**src/rtl/mult8x8_seq_ctrl.sv**
```systemverilog
// Sequencer for a sequential 8x8 unsigned multiplier built from an external 4x4 multiplier and shifter.
// Optional build macro MULT_ZERO_SKIP_EN: a zero operand bypasses the four passes and completes at once.
module mult8x8_seq_ctrl #(
  parameter int unsigned DONE_HOLD = 0
) (
  input  logic        clk,
  input  logic        reset_n,
  input  logic        start,
  input  logic [7:0]  data_a,
  input  logic [7:0]  data_b,
  output logic [3:0]  mult_a,
  output logic [3:0]  mult_b,
  output logic [1:0]  shift_cntrl,
  input  logic [15:0] shift_out,
  output logic        busy,
  output logic        done,
  output logic [15:0] product
);

  typedef enum logic [1:0] {IDLE, CALC, DONE} state_t;

  state_t      state, state_nxt;
  logic [1:0]  count;
  logic [15:0] acc;
  logic [7:0]  a_reg, b_reg;
  logic        accept, skip, last_pass;

  // start is only honoured outside CALC; requests during a calculation are dropped.
  assign accept    = start && (state != CALC);
  assign last_pass = (state == CALC) && (count == 2'd3);

`ifdef MULT_ZERO_SKIP_EN
  assign skip = accept && ((data_a == 8'h00) || (data_b == 8'h00));
`else
  assign skip = 1'b0;
`endif

  assign busy = (state == CALC);

  // NOTE: sequential state uses non-blocking assignments so every register samples pre-edge values.
  always_ff @(posedge clk or negedge reset_n) begin
    if (!reset_n) state <= IDLE;
    else          state <= state_nxt;
  end

  // NOTE: every always_comb output gets a default first, otherwise an unassigned path infers a latch.
  always_comb begin
    state_nxt = state;
    unique case (state)
      IDLE, DONE: begin
        if (accept) state_nxt = skip ? DONE : CALC;
        else        state_nxt = IDLE;
      end
      CALC:    if (count == 2'd3) state_nxt = DONE;
      default: state_nxt = IDLE;
    endcase
  end

  always_ff @(posedge clk or negedge reset_n) begin
    if (!reset_n) begin
      count   <= 2'd0;
      acc     <= 16'h0000;
      a_reg   <= 8'h00;
      b_reg   <= 8'h00;
      product <= 16'h0000;
      done    <= 1'b0;
    end else begin
      if (accept) begin
        a_reg <= data_a;
        b_reg <= data_b;
        acc   <= 16'h0000;
        count <= 2'd0;
      end else if (state == CALC) begin
        acc   <= acc + shift_out;
        count <= count + 2'd1;
      end

      if (last_pass)  product <= acc + shift_out;
      else if (skip)  product <= 16'h0000;

      // With DONE_HOLD set, done survives IDLE and is only cleared by the next accepted start.
      if (last_pass || skip)              done <= 1'b1;
      else if (accept || DONE_HOLD == 0)  done <= 1'b0;
    end
  end

  // Pass schedule: count[1] picks the A nibble, count[0] the B nibble.
  always_comb begin
    mult_a      = 4'h0;
    mult_b      = 4'h0;
    shift_cntrl = 2'b00;
    if (state == CALC) begin
      mult_a = count[1] ? a_reg[7:4] : a_reg[3:0];
      mult_b = count[0] ? b_reg[7:4] : b_reg[3:0];
      unique case (count)
        2'd0:    shift_cntrl = 2'b00;
        2'd3:    shift_cntrl = 2'b10;
        default: shift_cntrl = 2'b01;
      endcase
    end
  end

endmodule

```
**config.mk**
```make
export PLATFORM = sky130hd
export DESIGN_NAME = mult8x8_seq_ctrl
export DESIGN_NICKNAME = d
export VERILOG_FILES = /design/src/rtl/mult8x8_seq_ctrl.sv
export SDC_FILE = /design/constraint.sdc
export NUM_CORES = 1
export LEC_CHECK = 0
export CORE_MARGIN = 5
export CORE_UTILIZATION = 40
export DETAILED_ROUTE_END_ITERATION = 16
export PLACE_DENSITY_LB_ADDON = 0.2
export RECOVER_POWER = 100
export SYNTH_ARGS = -nofsm -noshare
export SYNTH_HDL_FRONTEND = slang
export SYNTH_SLANG_ARGS = --single-unit
```
**constraint.sdc**
```tcl
create_clock -name clk -period 4.2 [get_ports clk]
set_clock_uncertainty 0.15 [all_clocks]
set_input_delay 1.26 -clock clk [delete_from_list [all_inputs] [get_ports clk]]
set_output_delay 1.26 -clock clk [all_outputs]
set_load 0.01 [all_outputs]
```
Yosys cells after proc, flatten, opt, wreduce, memory -nomap -nowiden
Index checks and enable logic that the tools add are counted.

$add $sub $neg: 2. Equal/unequal tests: 5. Muxes and demuxes: 14. Reductions and logical operators: 6.

Operators by type and width (number): two-way mux 16 bit (2); adder 16 bit (1); two-way mux 4 bit (4); two-way mux 2 bit (4); one-hot mux 2 bit (2 select lines) (2); == test 2 bit (second input constant) (2); zero test 2 bit (2); inequality test 2 x 1 -> 1 bit (second input constant) (2); adder 2 x 1 -> 2 bit (second input constant) (1); == test 2 x 1 -> 1 bit (second input constant) (1); logical AND 1 bit (2); two-way mux 1 bit (2); nonzero test 2 bit (1); OR reduction 2 bit (1).

Register bits: 53. Input port bits: 35.

Depth between registers and ports, before layout
Gate-level depths: netlist (run 1).

Depth after elaboration: 4. Mapped depth: 9. Gate-level depth less buffers: 9.

Least setup slack after synthesis (run 1)
OpenSTA, ideal clock, no wires.

Path kind: input -> register. Start: in shift_out[0]. End: reg acc[14]. Library setup time: 0.130 ns. Arrival time: 3.179 ns. Required time: 3.920 ns. Slack: 0.741 ns. Cell stages on the path: 9. Path through: ha_1 -> fa_1 -> a21oi_1 -> o221ai_1 -> a221oi_2 -> o221ai_1 -> a21oi_1 -> xor2_1 -> o21ai_1.

Word-level cells in the longest chain between the ends: 3.

Ends and longest elaborated chain: from (decl) (RTL line 14) `input logic [15:0] shift_out,`; adder 16 bit (RTL line 74) `acc <= acc + shift_out;`; two-way mux 16 bit (RTL line 73) `end else if (state == CALC) begin`; two-way mux 16 bit (RTL line 68) `if (accept) begin`; to (signal assigned) (RTL line 74); to (decl) (RTL line 24) `logic [15:0] acc;`.

Every way passes these cells. The select of a mux whose other input is x is not followed. A chain may end at the register's enable or synchronous reset.

Worst setup path after layout (run 1)
Start: in shift_out[0]. End: reg product[14].

Word-level cells in the longest chain between the ends: 1.

Ends and longest elaborated chain: adder 16 bit (RTL line 78) `if (last_pass) product <= acc + shift_out;`; to (signal assigned) (RTL line 78); to (decl) (RTL line 17) `output logic [15:0] product`.

Every way passes these cells.

==> results.toml, run 1 <==
[outcome]
run_status = "finished with violations"
violations_in_the_final_reports = "capacitance limit, slew limit"

[clock_network]
clkSlewWorstSetupHoldPaths_ns = 0.11
tritoncts = "yes"
cts-root-to-sink-buffers = 2
cts_num_sinks = 53
cts_htree_levels = 2
post_cts_resized = 0
root_buffer = "sky130_fd_sc_hd__clkbuf_8"
setup_bufs_post_cts = 0
cts-buffers-inserted = 5
clock_insertion_delay_worst_skew_ns = 0.32
cts_hold_buf = 0

[global_route]
grt_util_all_layers_pct = 15.2
antenna_found_initial = 0
grt_pass1_vias = 2141
grt_pass1_wl_um = 10400
largest_net_degree_at_the_start_of_global_routing = 31
grt.overflow.total = 0

[synth]
yosysMostFrequentCell = "sky130_fd_sc_hd__dfrtp_1"
synth_common_cells = "53 x sky130_fd_sc_hd__dfrtp_1, 28 x sky130_fd_sc_hd__o21ai_0, 24 x sky130_fd_sc_hd__nand2_1"
ys_top_cells_by_area = "sky130_fd_sc_hd__dfrtp_1 48%, sky130_fd_sc_hd__mux2_2 7.7%, sky130_fd_sc_hd__ha_1 7.7%, sky130_fd_sc_hd__o21ai_0 5.1%, sky130_fd_sc_hd__nand3_1 3.3%"
postSynthCellCount = 264
synth_sequential_area_ratio_pct = 48.0
synth_largest_area_cell = "sky130_fd_sc_hd__dfrtp_1"
yosysWarningCount = 0
count_of_flip_flops_with_a_built_in_enable_after_synthesis = 0
synth.net_count = 317
synthDominantCellAreaShare_pct = 48.0
async_reset_ff_share_pct = 100
mappedNetlistArea_um2 = 2760
postSynth.topFlopCell = "sky130_fd_sc_hd__dfrtp_1"
synth_cell_type_count = 42
number_of_flip_flops_and_latches_in_the_synthesized_netlist = 53
syn_avg_cell_area_um2 = 10.5

[floorplan]
die_h_um = 93.1
die-area_um2 = 8670
floorplan.core_area_um2 = 6760
row_count = 30
fp.dieW_um = 93.1
pin_count = 63
floorplan.initialDensity_pct = 40.9

[sta]
highest_clock_rate_mhz = 257
final-setup-viol-count = 0
rsz0062_at_grt = "no"
timing.final.crit_share_pct = 92.8
timing_worst_slew_pin_value_ns = 1.61
timing_max_transition_violations_final = 28
post-route-min-period_ns = 3.90
maxSlewHeadroom_pct = -7.53
hold_viol_final = 0
setup_tns_ns = 0

[worst_hold_path]
hold_path_end = "product[3]"
whs_path_depth = 2
hold_path.class = "flop to flop"
hold_start = "product[3]"

[critical_path]
path_max_fanout = 3
end_kind = "flop"
crit_arrival_ns = 3.92
worstPathCellList = "dlygate4sd3_1, ha_1, fa_1, a21oi_1, o221ai_1, a221oi_2, o221ai_1, a21oi_1, xor2_1, o21ai_0"
crit_required_ns = 4.22
critical_path_class = "input port to flop"
worst_r2r_setup_slack_ns = 1.42
rr_startpoint = "acc[0]"
crit_slowest_cell = "sky130_fd_sc_hd__dlygate4sd3_1"
crit_path_max_incr_delay_ns = 0.54
regToRegEndpoint = "product[14]"
ff2ff_path_depth = 9
timing.critical_path.from_type = "input port"

[routing]
drt-initial-drc-count = 103
ant_nets = 0
drt-pass1-iter-count = 4
detailroute.via_count = 2112
route.detailed.drc = 0
wl_per_cell_um = 15.5
postRouteWirelength_um = 6300
post_drt_via_cell_ratio = 5.20

[power_and_ir_drop]
p_per_area_nw_per_um2 = 743
cellLeakagePower_uw = 0.00160
power.combinational.fraction_pct = 54.0
clock_power_share_pct = 11.2
sw_frac_of_total_pct = 39.9
p_switching_uw = 1040
p_int_uw = 1580
sequentialPowerShare_pct = 34.8
vdd_drop_max_uv = 304

[final_layout]
area_growth_pct = 27.5
layout.nets = 378
biggestRegsByFlops = "acc: 16 flops, product: 16 flops"
drive_gt1_share_pct = 10.4
final_cell_area_um2 = 3520
fillers = 639
diodes = 0

[job]
drv_cap = 1

[place]
place_congestion = 0.780
place.port_buffers = 62
hpwl_um = 4470
placedInstanceArea_um2 = 3450
cell usage in the layout (no fill, tap or decap), types with 2 or more instances in the layout:
cell,count
sky130_fd_sc_hd__o21ai_0,30
sky130_fd_sc_hd__o21a_1,4
sky130_fd_sc_hd__nor2_1,14
sky130_fd_sc_hd__mux2_2,19
sky130_fd_sc_hd__clkdlybuf4s50_1,32
sky130_fd_sc_hd__inv_1,9
sky130_fd_sc_hd__dlygate4sd3_1,29
sky130_fd_sc_hd__nand2_1,24
sky130_fd_sc_hd__o31ai_1,2
sky130_fd_sc_hd__o221ai_1,2
sky130_fd_sc_hd__mux2i_1,8
sky130_fd_sc_hd__dfrtp_1,53
sky130_fd_sc_hd__ha_1,17
sky130_fd_sc_hd__nand3_1,18
sky130_fd_sc_hd__a21o_1,4
sky130_fd_sc_hd__and2_0,2
sky130_fd_sc_hd__xor2_1,7
sky130_fd_sc_hd__a21oi_1,11
sky130_fd_sc_hd__and3_1,2
sky130_fd_sc_hd__clkbuf_8,5
sky130_fd_sc_hd__xnor2_1,5
sky130_fd_sc_hd__clkbuf_1,3
sky130_fd_sc_hd__nor3_1,3
critical path, delay by kind of cell:
family	cells	cell delay, ns
compound gates	6	1.31
buf+inv	1	0.54
fa+ha+maj	2	0.62
xor+xnor	1	0.18
layer usage:
metal / track usage, % / routed length (um) / vias to the layer above
li1: - / - / 1050
met1: 20.0 / 2960 / 1017
met2: 24.9 / 3040 / 40
met3: 3.94 / 246 / 5
met4: 4.03 / 59 / 0
met5: 0 / 0 / -
kinds of logic after synthesis:
family	count (synthesis)	synth area share (%)
multiplexers	27	10.6
XOR/XNOR	12	3.80
adder cells (fa/ha/maj)	18	8.42
AND/OR/NAND/NOR	69	11.4
flip-flops	53	48.0
buffers and inverters	21	3.17
AO/OA/AOI/OAI	64	14.6
per-stage QoR:
stage | cells | hold slack, ns | utilization, % | total power, uW | worst slack [ns]
4_1_cts | 406 | 0.336 | 52.3 | 2710 | 0.435
2_1_floorplan | 264 | 0.297 | - | 1860 | 0.741
3_3_place_gp | 398 | 0.310 | 51.1 | 2380 | 0.140
6_report | 406 | 0.328 | 52.2 | 2620 | 0.303
3_5_place_dp | 398 | 0.318 | 51.1 | 2420 | 0.0924
5_1_grt | 406 | 0.359 | 52.2 | 2850 | 0.150
area by class of cell:
type	count	area, um^2	share of cell area [%]
Sequential cell	53	1330	37.6
Multi-Input combinational cell	190	1340	38.1
Tap cell	80	100	2.84
Clock inverter	1	7.51	0.213
Inverter	10	37.5	1.06
Timing Repair Buffer	65	634	18.0
Clock buffer	7	76.3	2.17
worst max-delay path by stage:
| stage | start | end | slack [ns] | cells after the start |
|---|---|---|---|---|
| 6_report | shift_out[0] | product[14] | 0.30 | 10 |
| 5_1_grt | shift_out[0] | product[14] | 0.15 | 10 |
| 4_1_cts | shift_out[0] | product[14] | 0.44 | 10 |
| 3_5_place_dp | shift_out[0] | product[14] | 0.09 | 10 |
| 3_3_place_gp | shift_out[0] | product[14] | 0.14 | 10 |
| 2_1_floorplan | shift_out[0] | acc[14] | 0.74 | 9 |
power groups by stage:
stage	combinational, uW	clock (uW)	sequential [uW]
2_1_floorplan	938	0	917
3_3_place_gp	1460	0	924
3_5_place_dp	1480	0	930
4_1_cts	1490	300	920
5_1_grt	1580	323	950
6_report	1410	293	913
Note: power is estimated with default switching activity, not from simulation.
==> run 2: changes to the inputs <==
CAP_MARGIN = 40   (was not set)
==> run 2 against run 1 <==
Net effect:
- the run still ends with capacitance limit, slew limit left
- clock power up 24%
- wire length down 1.8%
- via count up 0.66%
- setup slack better by 0.024 ns
- utilization up 0.44 points
- combinational power about the same
- die area unchanged
- sequential cell count unchanged
- critical path type unchanged
- critical endpoint is now acc[14]
- largest power group unchanged
==> results.toml, run 2 (same netlist as run 1, synthesis figures left out) <==
[global_route]
grt_pass1_wl_um = 10200
grt_pass1_vias = 2112
largest_net_degree_at_the_start_of_global_routing = 30
met1_usage_pct = 19.8
globalRouteMet2Util_pct = 23.8
grt.overflow.total = 0
gr-max-usage-layer = "met2"
grt_util_all_layers_pct = 14.7
antenna_found_initial = 0
grt_util_met3_pct = 3.94

[clock_network]
tritoncts = "yes"
cts-buffers-inserted = 5
root_buffer = "sky130_fd_sc_hd__clkbuf_8"
setup_bufs_post_cts = 0
cts_num_sinks = 53
cts_hold_buf = 0
post_cts_resized = 0
cts-root-to-sink-buffers = 2
clock_insertion_delay_worst_skew_ns = 0.31
cts_htree_levels = 2
clkSlewWorstSetupHoldPaths_ns = 0.09

[critical_path]
critPathBufInv = 1
regToRegEndpoint = "acc[14]"
path_max_fanout = 3
crit_slowest_cell = "sky130_fd_sc_hd__dlygate4sd3_1"
cpLargestDelayFamily = "compound AO/OA/AOI/OAI gates"
crit_path_max_incr_delay_ns = 0.59
critical_path_class = "input port to flop"
worstPathCellList = "dlygate4sd3_1, fa_1, a21oi_1, o221ai_1, a221oi_1, o221ai_1, a21oi_1, xor2_1, o21ai_0"
crit_arrival_ns = 3.90
timing.critical_path.from_type = "input port"
rr_startpoint = "acc[0]"
worst_r2r_setup_slack_ns = 1.34
ff2ff_path_depth = 9
crit_required_ns = 4.23
end_kind = "flop"

[sta]
timing.final.crit_share_pct = 92.2
worst_hold_slack_ns = 0.329
maxSlewHeadroom_pct = -5.59
rsz0062_at_grt = "no"
timing_worst_slew_pin_value_ns = 1.58
timing_max_transition_violations_final = 28
hold_viol_final = 0
highest_clock_rate_mhz = 258
setup_tns_ns = 0
post-route-min-period_ns = 3.87
postLayoutSetupSlackWorst_ns = 0.326
final-setup-viol-count = 0

[routing]
ant_nets = 0
drt-initial-drc-count = 75
postRouteWirelength_um = 6190
detailroute.via_count = 2126
wl_per_cell_um = 15.2
route.detailed.drc = 0
post_drt_via_cell_ratio = 5.22
drt-pass1-iter-count = 4

[power_and_ir_drop]
report.power.total_uw = 2680
p_per_area_nw_per_um2 = 754
cellLeakagePower_uw = 0.00162
vdd_drop_max_uv = 362

[final_layout]
layout_common_cells = "53 x sky130_fd_sc_hd__dfrtp_1, 33 x sky130_fd_sc_hd__clkdlybuf4s50_1, 29 x sky130_fd_sc_hd__o21ai_0"
diodes = 0
area_growth_pct = 28.6
most_common_cell_after_layout_fill_and_taps_aside = "sky130_fd_sc_hd__dfrtp_1"
fin_util_pct = 52.6
drive_gt1_share_pct = 10.4
layout.nets = 379
biggestRegsByFlops = "acc: 16 flops, product: 16 flops"

[floorplan]
die-area_um2 = 8670
die_h_um = 93.1
pin_count = 63
floorplan.initialDensity_pct = 40.9
floorplan.core_area_um2 = 6760
fp.dieW_um = 93.1
row_count = 30

[worst_hold_path]
hold_start = "product[3]"
whs_path_depth = 2
hold_path.class = "flop to flop"
hold_path_end = "product[3]"

[place]
hpwl_um = 4490
place.port_buffers = 62
place_congestion = 0.780
setup_slack_at_placement_ns = 0.119

[outcome]
violations_in_the_final_reports = "capacitance limit, slew limit"
run_status = "finished with violations"

[job]
drv_cap = 1
run 2: cell count changes in the layout (fill, tap and decap cells not counted), sizes merged:
cell           previous run  this run
clkinvlp                  1         0
dlygate4sd3              29        28
clkdlybuf4s50            32        33
bufinv                    0         1
buf                       1         2
run 2: area by class of cell:
class	count	area [um^2]
Clock inverter	1	30.0
Sequential cell	53	1330
Tap cell	80	100
Clock buffer	7	86.3
Fill cell	635	3200
Inverter	10	37.5
Multi-Input combinational cell	190	1340
Timing Repair Buffer	66	638
run 2: per-layer routing:
layer / vias up / wire (um)
li1: 1051 / -
met1: 1026 / 2820
met2: 41 / 2980
met3: 8 / 297
met4: 0 / 82
met5: - / 0
run 2: power breakdown:
group / switching [uW] / internal, uW
combinational: 712 / 691
sequential: 149 / 765
clock: 169 / 195
run 2: worst max path at each step:
stage,from,end,slack [ns],cells past startpoint
2_1_floorplan,shift_out[0],acc[14],0.74,9
3_3_place_gp,shift_out[0],product[14],0.14,10
3_5_place_dp,shift_out[0],product[14],0.12,10
4_1_cts,shift_out[0],acc[14],0.43,10
5_1_grt,shift_out[1],product[14],0.18,9
6_report,shift_out[1],acc[14],0.33,9
run 2: worst min-delay path, stage by stage, from the launching register on:
cell	delay [ns]
sky130_fd_sc_hd__dfrtp_1	0.35
sky130_fd_sc_hd__nand2_1	0.04
sky130_fd_sc_hd__o21ai_0	0.06
run 2: metrics by stage:
step / std cells / instance area (um^2)
3_3_place_gp: 398 / 3450
2_1_floorplan: 264 / 2760
6_report: 407 / 3550
3_5_place_dp: 399 / 3470
5_1_grt: 407 / 3550
4_1_cts: 407 / 3580
